`config.mk`:
```
export PLATFORM = sky130hd
export DESIGN_NAME = interrupt_controller
export DESIGN_NICKNAME = d
export VERILOG_FILES = /design/src/rtl/interrupt_controller.sv
export SDC_FILE = /design/constraint.sdc
export NUM_CORES = 1
export LEC_CHECK = 0
export CELL_PAD_IN_SITES_DETAIL_PLACEMENT = 1
export CELL_PAD_IN_SITES_GLOBAL_PLACEMENT = 1
export CORE_AREA = 10 10 91 93
export DETAILED_ROUTE_END_ITERATION = 6
export DIE_AREA = 0 0 101 103
export PLACE_DENSITY = 0.83
export SLEW_MARGIN = 0
export SYNTH_ARGS = -nofsm -noshare
export SYNTH_HDL_FRONTEND = slang
export SYNTH_SLANG_ARGS = --single-unit
```
`constraint.sdc`:
```
create_clock -name clk -period 1.3 [get_ports clk]
set_input_delay 0.195 -clock clk [delete_from_list [all_inputs] [get_ports clk]]
set_output_delay 0.195 -clock clk [all_outputs]
set_load 0.03 [all_outputs]
```
`src/rtl/interrupt_controller.sv`:
```
// Prioritised interrupt controller: edge-detected pending bits, per-source mask,
// global enable, and a single req/ack + software-EOI request to the CPU.
module interrupt_controller #(
  parameter int N_SRC = 8,
  parameter int ID_W  = 3
) (
  input  logic             clk,
  input  logic             reset,
  input  logic             MemRead,
  input  logic             MemWrite,
  input  logic [1:0]       address,
  input  logic [31:0]      write_data,
  output logic [31:0]      read_data,
  input  logic [N_SRC-1:0] irq_src,
  input  logic             irq_ack,
  output logic             irq_req,
  output logic [ID_W-1:0]  irq_id
);

  // Bus handshake: a register access happens on any rising edge with MemWrite=1
  // (writes) or combinationally while MemRead=1 (reads); irq_req stays high
  // until the CPU returns a one-cycle irq_ack, and the source remains in service
  // until software writes STATUS (EOI).
  typedef enum logic [1:0] {
    IDLE    = 2'd0,
    REQ     = 2'd1,
    SERVICE = 2'd2
  } state_t;

  state_t           state_q, state_d;
  logic [N_SRC-1:0] pending_q, pending_d;
  logic [N_SRC-1:0] mask_q, mask_d;
  logic [N_SRC-1:0] src_prev_q, src_prev_d;
  logic             gen_q, gen_d;
  logic             irq_req_q, irq_req_d;
  logic [ID_W-1:0]  irq_id_q, irq_id_d;

  logic             wr_pending, wr_mask, wr_status, wr_gctrl;
  logic [N_SRC-1:0] rises;
  logic [N_SRC-1:0] ack_clr;
  logic [ID_W-1:0]  cand_id;
  logic             any;

  assign wr_pending = MemWrite && (address == 2'd0);
  assign wr_mask    = MemWrite && (address == 2'd1);
  assign wr_status  = MemWrite && (address == 2'd2);
  assign wr_gctrl   = MemWrite && (address == 2'd3);
  assign rises      = irq_src & ~src_prev_q;

  // Scan downwards so the lowest enabled index is the one left standing.
  always_comb begin
    cand_id = '0;
    any     = 1'b0;
    for (int i = N_SRC - 1; i >= 0; i--) begin
      if (pending_q[i] && mask_q[i]) begin
        cand_id = ID_W'(i);
        any     = 1'b1;
      end
    end
  end

  always_comb begin
    state_d   = state_q;
    irq_req_d = irq_req_q;
    irq_id_d  = irq_id_q;
    ack_clr   = '0;
    case (state_q)
      IDLE: begin
        if (gen_q && any) begin
          state_d   = REQ;
          irq_req_d = 1'b1;
          irq_id_d  = cand_id;
        end
      end
      REQ: begin
        if (irq_ack) begin
          state_d   = SERVICE;
          irq_req_d = 1'b0;
          ack_clr   = N_SRC'(1) << irq_id_q;
        end
      end
      SERVICE: begin
        if (wr_status) state_d = IDLE;
      end
      default: begin
        state_d   = IDLE;
        irq_req_d = 1'b0;
      end
    endcase
  end

  // A new edge beats a software W1C, but the acknowledge clear beats the edge.
  always_comb begin
    pending_d = pending_q;
    if (wr_pending) pending_d = pending_d & ~write_data[N_SRC-1:0];
    pending_d = (pending_d | rises) & ~ack_clr;
  end

  always_comb begin
    mask_d     = wr_mask ? write_data[N_SRC-1:0] : mask_q;
    gen_d      = wr_gctrl ? write_data[0] : gen_q;
    src_prev_d = irq_src;
  end

  always_ff @(posedge clk or negedge reset) begin
    if (!reset) begin
      state_q    <= IDLE;
      pending_q  <= '0;
      mask_q     <= '0;
      src_prev_q <= '0;
      gen_q      <= 1'b0;
      irq_req_q  <= 1'b0;
      irq_id_q   <= '0;
    end else begin
      state_q    <= state_d;
      pending_q  <= pending_d;
      mask_q     <= mask_d;
      src_prev_q <= src_prev_d;
      gen_q      <= gen_d;
      irq_req_q  <= irq_req_d;
      irq_id_q   <= irq_id_d;
    end
  end

  always_comb begin
    read_data = '0;
    if (MemRead) begin
      case (address)
        2'd0:    read_data = 32'(pending_q);
        2'd1:    read_data = 32'(mask_q);
        2'd2:    read_data = 32'({state_q, irq_id_q});
        default: read_data = {31'b0, gen_q};
      endcase
    end
  end

  assign irq_req = irq_req_q;
  assign irq_id  = irq_id_q;

endmodule

```
==> Flow_metrics.wiki <==
{| class="wikitable"
! Metric !! Value
|-
| Run status || finished with violations
|-
| Violated checks || negative setup slack
|-
| Sequential group share of total power || 31.3%
|-
| Count of H-tree levels built during CTS || 2
|-
| Worst setup slack before clock tree synthesis || -0.838 ns
|-
| Detail-routed net length per standard cell || 18.1 um
|-
| Count of buffers inserted at the top-level ports || 34
|-
| PD cells || 1690 mW/mm^2
|-
| Synth Flop Type || sky130_fd_sc_hd__dfrtp_1
|-
| Path class of the lowest-slack min-delay path || in -> async
|-
| Maximum clock rate || 0.619 GHz
|-
| Switching pwr || 0.00168 W
|-
| Number of hold violations in the final report || 0
|-
| Crit path capture type || primary output
|-
| Post-layout util || 40.6%
|-
| Worst setup path endpoint || read_data[0]
|-
| Top cell type by total area after synthesis || sky130_fd_sc_hd__dfrtp_1
|-
| Overall track demand over capacity in global routing || 11.3%
|-
| CTS sink count || 31
|-
| Netlist area before placement || 0.00171 mm^2
|-
| Die footprint || 0.0104 mm^2
|-
| Antenna Diode Count || 0
|-
| Number of buffers created by CTS || 5
|-
| # setup viols final || 13
|-
| Number of nets still failing antenna checks after routing || 0
|-
| Worst path cell trace || mux4_2 -> and2_4 -> buf_6
|-
| Post-Layout Inst Area || 0.00267 mm^2
|-
| Fraction of synthesized cell area taken by the top area cell type || 45.5%
|-
| Routability congestion estimate from global placement || 0.794
|-
| Peak VDD IR || 716 uV
|-
| Detailed-routing iteration count for the pre-antenna-repair pass || 4
|-
| Fraction of power spent switching nets || 37.3%
|-
| CTS tree || yes
|-
| Setup WS post-layout || -0.315 ns
|-
| Fraction of synthesis flops using an asynchronous set or reset pin || 100%
|-
| Std-Cell Rows || 30
|-
| Critical path required time || 1.11 ns
|-
| FF-to-FF End || state_q[0]$_DFFE_PN0P_
|-
| Clock tree root buffer cell || sky130_fd_sc_hd__clkbuf_8
|-
| Via count || 1549
|-
| FF-to-FF Start || mask_q[3]$_DFFE_PN0P_
|-
| Cell count of the worst reg-to-reg path || 7
|-
| CP peak stage delay || 0.44 ns
|-
| Post-DP HPWL || 4.01 mm
|-
| Worst reg2reg setup slack || -0.30 ns
|-
| Comb pwr share || 49.8%
|-
| Share of the clock period used by the worst path || 124%
|-
| Share of cells above drive strength 1 || 38.9%
|-
| Cell area after placement || 0.00226 mm^2
|-
| Wire length of the first global-routing pass || 9.02 mm
|-
| DRC marker count from the first detailed-route iteration || 59
|-
| Largest net degree at the start of global routing || 32
|-
| Maximum clock path buffer count || 2
|-
| Post-synthesis cell count || 167
|-
| Horizontal extent of the die || 101 um
|-
| Post-route non-filler standard cell count || 337
|-
| Placeable core area || 0.00657 mm^2
|-
| Internal || 0.00283 W
|-
| Fraction of power consumed by the clock network || 18.9%
|-
| Number of global-route vias before repair || 1759
|-
| Hold Buf Count CTS || 0
|-
| Crit path from || irq_id[0]$_DFFE_PN0P_
|-
| Worst-skew pair later-pin latency || 0.29 ns
|-
| Final critical-path required period || 1.61 ns
|-
| Slew Limit Fails || 0
|-
| Initial antenna violation count || 0
|-
| Die Y || 103 um
|-
| Standard cell with the maximum stage delay on the critical path || sky130_fd_sc_hd__mux4_2
|-
| LEAKAGE || 1.21 nW
|-
| Sequential share of the synthesized area || 45.5%
|-
| Kind of launch point of the worst setup path || flip-flop
|-
| Number of remaining DRC errors || 0
|-
| Warning count from the yosys run || 0
|-
| EDFF count, synth || 0
|-
| Setup repair after global routing missed its margin || true
|-
| Critical path class || reg -> out
|-
| Worst Path Arrival || 1.42 ns
|-
| Dominant cells by area after synthesis || sky130_fd_sc_hd__dfrtp_1 45%, sky130_fd_sc_hd__buf_4 11%, sky130_fd_sc_hd__mux2_2 7.9%, sky130_fd_sc_hd__a21oi_1 5.0%, sky130_fd_sc_hd__nand2_1 4.6%
|-
| Clock-pin transition on the worst setup and hold timing paths || 0.07 ns
|-
| Number of top-level pins || 83
|-
| Unique cell type count in the Yosys netlist || 29
|-
| Starting density of the core || 26.0%
|-
| Reported max-cap violation count || 0
|-
| Biggest fanout along the worst timing path || 2
|-
| Final wirelength || 6.11 mm
|-
| Clock tree skew after final layout || 0.00521 ns
|-
| Number of nets in the layout || 303
|-
| Average instance area after synthesis || 10.2 um^2
|-
| Growth of design area from synthesis to finish || 56.2%
|-
| Cell Count Post-Placement || 307
|-
| Routed via count divided by cell count || 4.60
|-
| Post-synthesis sequential element count || 31
|-
| Grt ovf || 0
|}
==> final cells by class <==
cell class                      count  area [um^2]
Timing Repair Buffer               85          791
Inverter                            1         3.75
Tap cell                           80          100
Fill cell                         748         3900
Clock buffer                        8          100
Sequential cell                    31          777
Multi-Input combinational cell    132          893
==> cell families (layout without fill, tap and decap cells) <==
family,count (synthesis),count (layout),share of synthesized area (%)
and+or+nand+nor,54,54,16.7
AOI/OAI and AO/OA,34,34,12.8
DFF,31,31,45.5
buffers and inverters,27,94,11.5
muxes,20,20,13.3
other,1,24,0.220
==> repair_timing <==
action	4_1_cts	5_1_grt
hold endpoints to repair	0	0
gates resized for setup	42	10
cloned	1	0
endpoints found under the setup margin	30	14
pin swaps	13	7
buffers inserted	16	8
==> metal layers <==
| layer | GRT usage (%) | up-vias | share of wire, % |
|---|---|---|---|
| met5 | 0 | - | 0 |
| met1 | 11.5 | 784 | 37 |
| met2 | 20.8 | 43 | 54 |
| met4 | 3.97 | 0 | 1.1 |
| li1 | - | 716 | - |
| met3 | 4.09 | 6 | 7.1 |
==> how the worst min path moves through the flow <==
stage                              end  slack, ns  depth (start not counted)
6_report       src_prev_q[7]$_DFF_PN0_       0.27                          2
3_3_place_gp       irq_req$_DFFE_PN0P_       0.47                          2
2_1_floorplan        gen_q$_DFFE_PN0P_      -0.10                          0
5_1_grt        src_prev_q[6]$_DFF_PN0_       0.28                          2
3_5_place_dp       irq_req$_DFFE_PN0P_       0.47                          2
4_1_cts        src_prev_q[6]$_DFF_PN0_       0.27                          2
==> sequential cells by signal, summed over array words and instances (netlist names) <==
name / flops
gen_q: 1
irq_id: 3
irq_req: 1
mask_q: 8
pending_q: 8
src_prev_q: 8
state_q: 2
==> power by group through the flow <==
stage               Sequential [W]  Clock (W)  Combinational [W]
CTS                        0.00139   0.000865            0.00205
global placement           0.00138          0            0.00167
global route               0.00143   0.000908            0.00243
floorplan                  0.00154          0           0.000834
finish                     0.00141   0.000852            0.00225
detailed placement         0.00139          0            0.00173
==> worst max-delay path, delay by kind of cell (launching register included) <==
family	cells	cell delay [ns]
muxes	1	0.44
DFF	1	0.41
and+or+nand+nor	1	0.15
buffers and inverters	1	0.13
==> stage by stage <==
stage | hold slack [ns] | setup TNS (ns) | power (W)
finish | 0.269 | -2.81 | 0.00451
global route | 0.282 | -3.39 | 0.00476
CTS | 0.271 | -2.30 | 0.00431
detailed placement | 0.466 | -11.21 | 0.00312
global placement | 0.468 | -9.73 | 0.00305
floorplan | -0.101 | -0.101 | 0.00237
==> synthesized netlist by cell type, types with 5 or more instances <==
library cell and instances:
sky130_fd_sc_hd__o21ai_0 6, sky130_fd_sc_hd__and2_1 5, sky130_fd_sc_hd__nor2b_1 11, sky130_fd_sc_hd__mux2i_1 7
sky130_fd_sc_hd__nand2_1 21, sky130_fd_sc_hd__mux2_2 12, sky130_fd_sc_hd__nor2_1 7, sky130_fd_sc_hd__a21oi_1 17
sky130_fd_sc_hd__dfrtp_1 31, sky130_fd_sc_hd__buf_4 25
==> layout by cell type (no fill, tap or decap), types with 7 or more instances in the layout <==
cell type                         count
sky130_fd_sc_hd__nor2b_1             10
sky130_fd_sc_hd__mux2_2               9
sky130_fd_sc_hd__clkdlybuf4s50_1     19
sky130_fd_sc_hd__clkbuf_8             7
sky130_fd_sc_hd__dfrtp_1             30
sky130_fd_sc_hd__buf_6               22
sky130_fd_sc_hd__buf_4               38
sky130_fd_sc_hd__nand2_1             20
sky130_fd_sc_hd__conb_1              24
sky130_fd_sc_hd__a21oi_1             17
(Power assumes the default switching activity.)
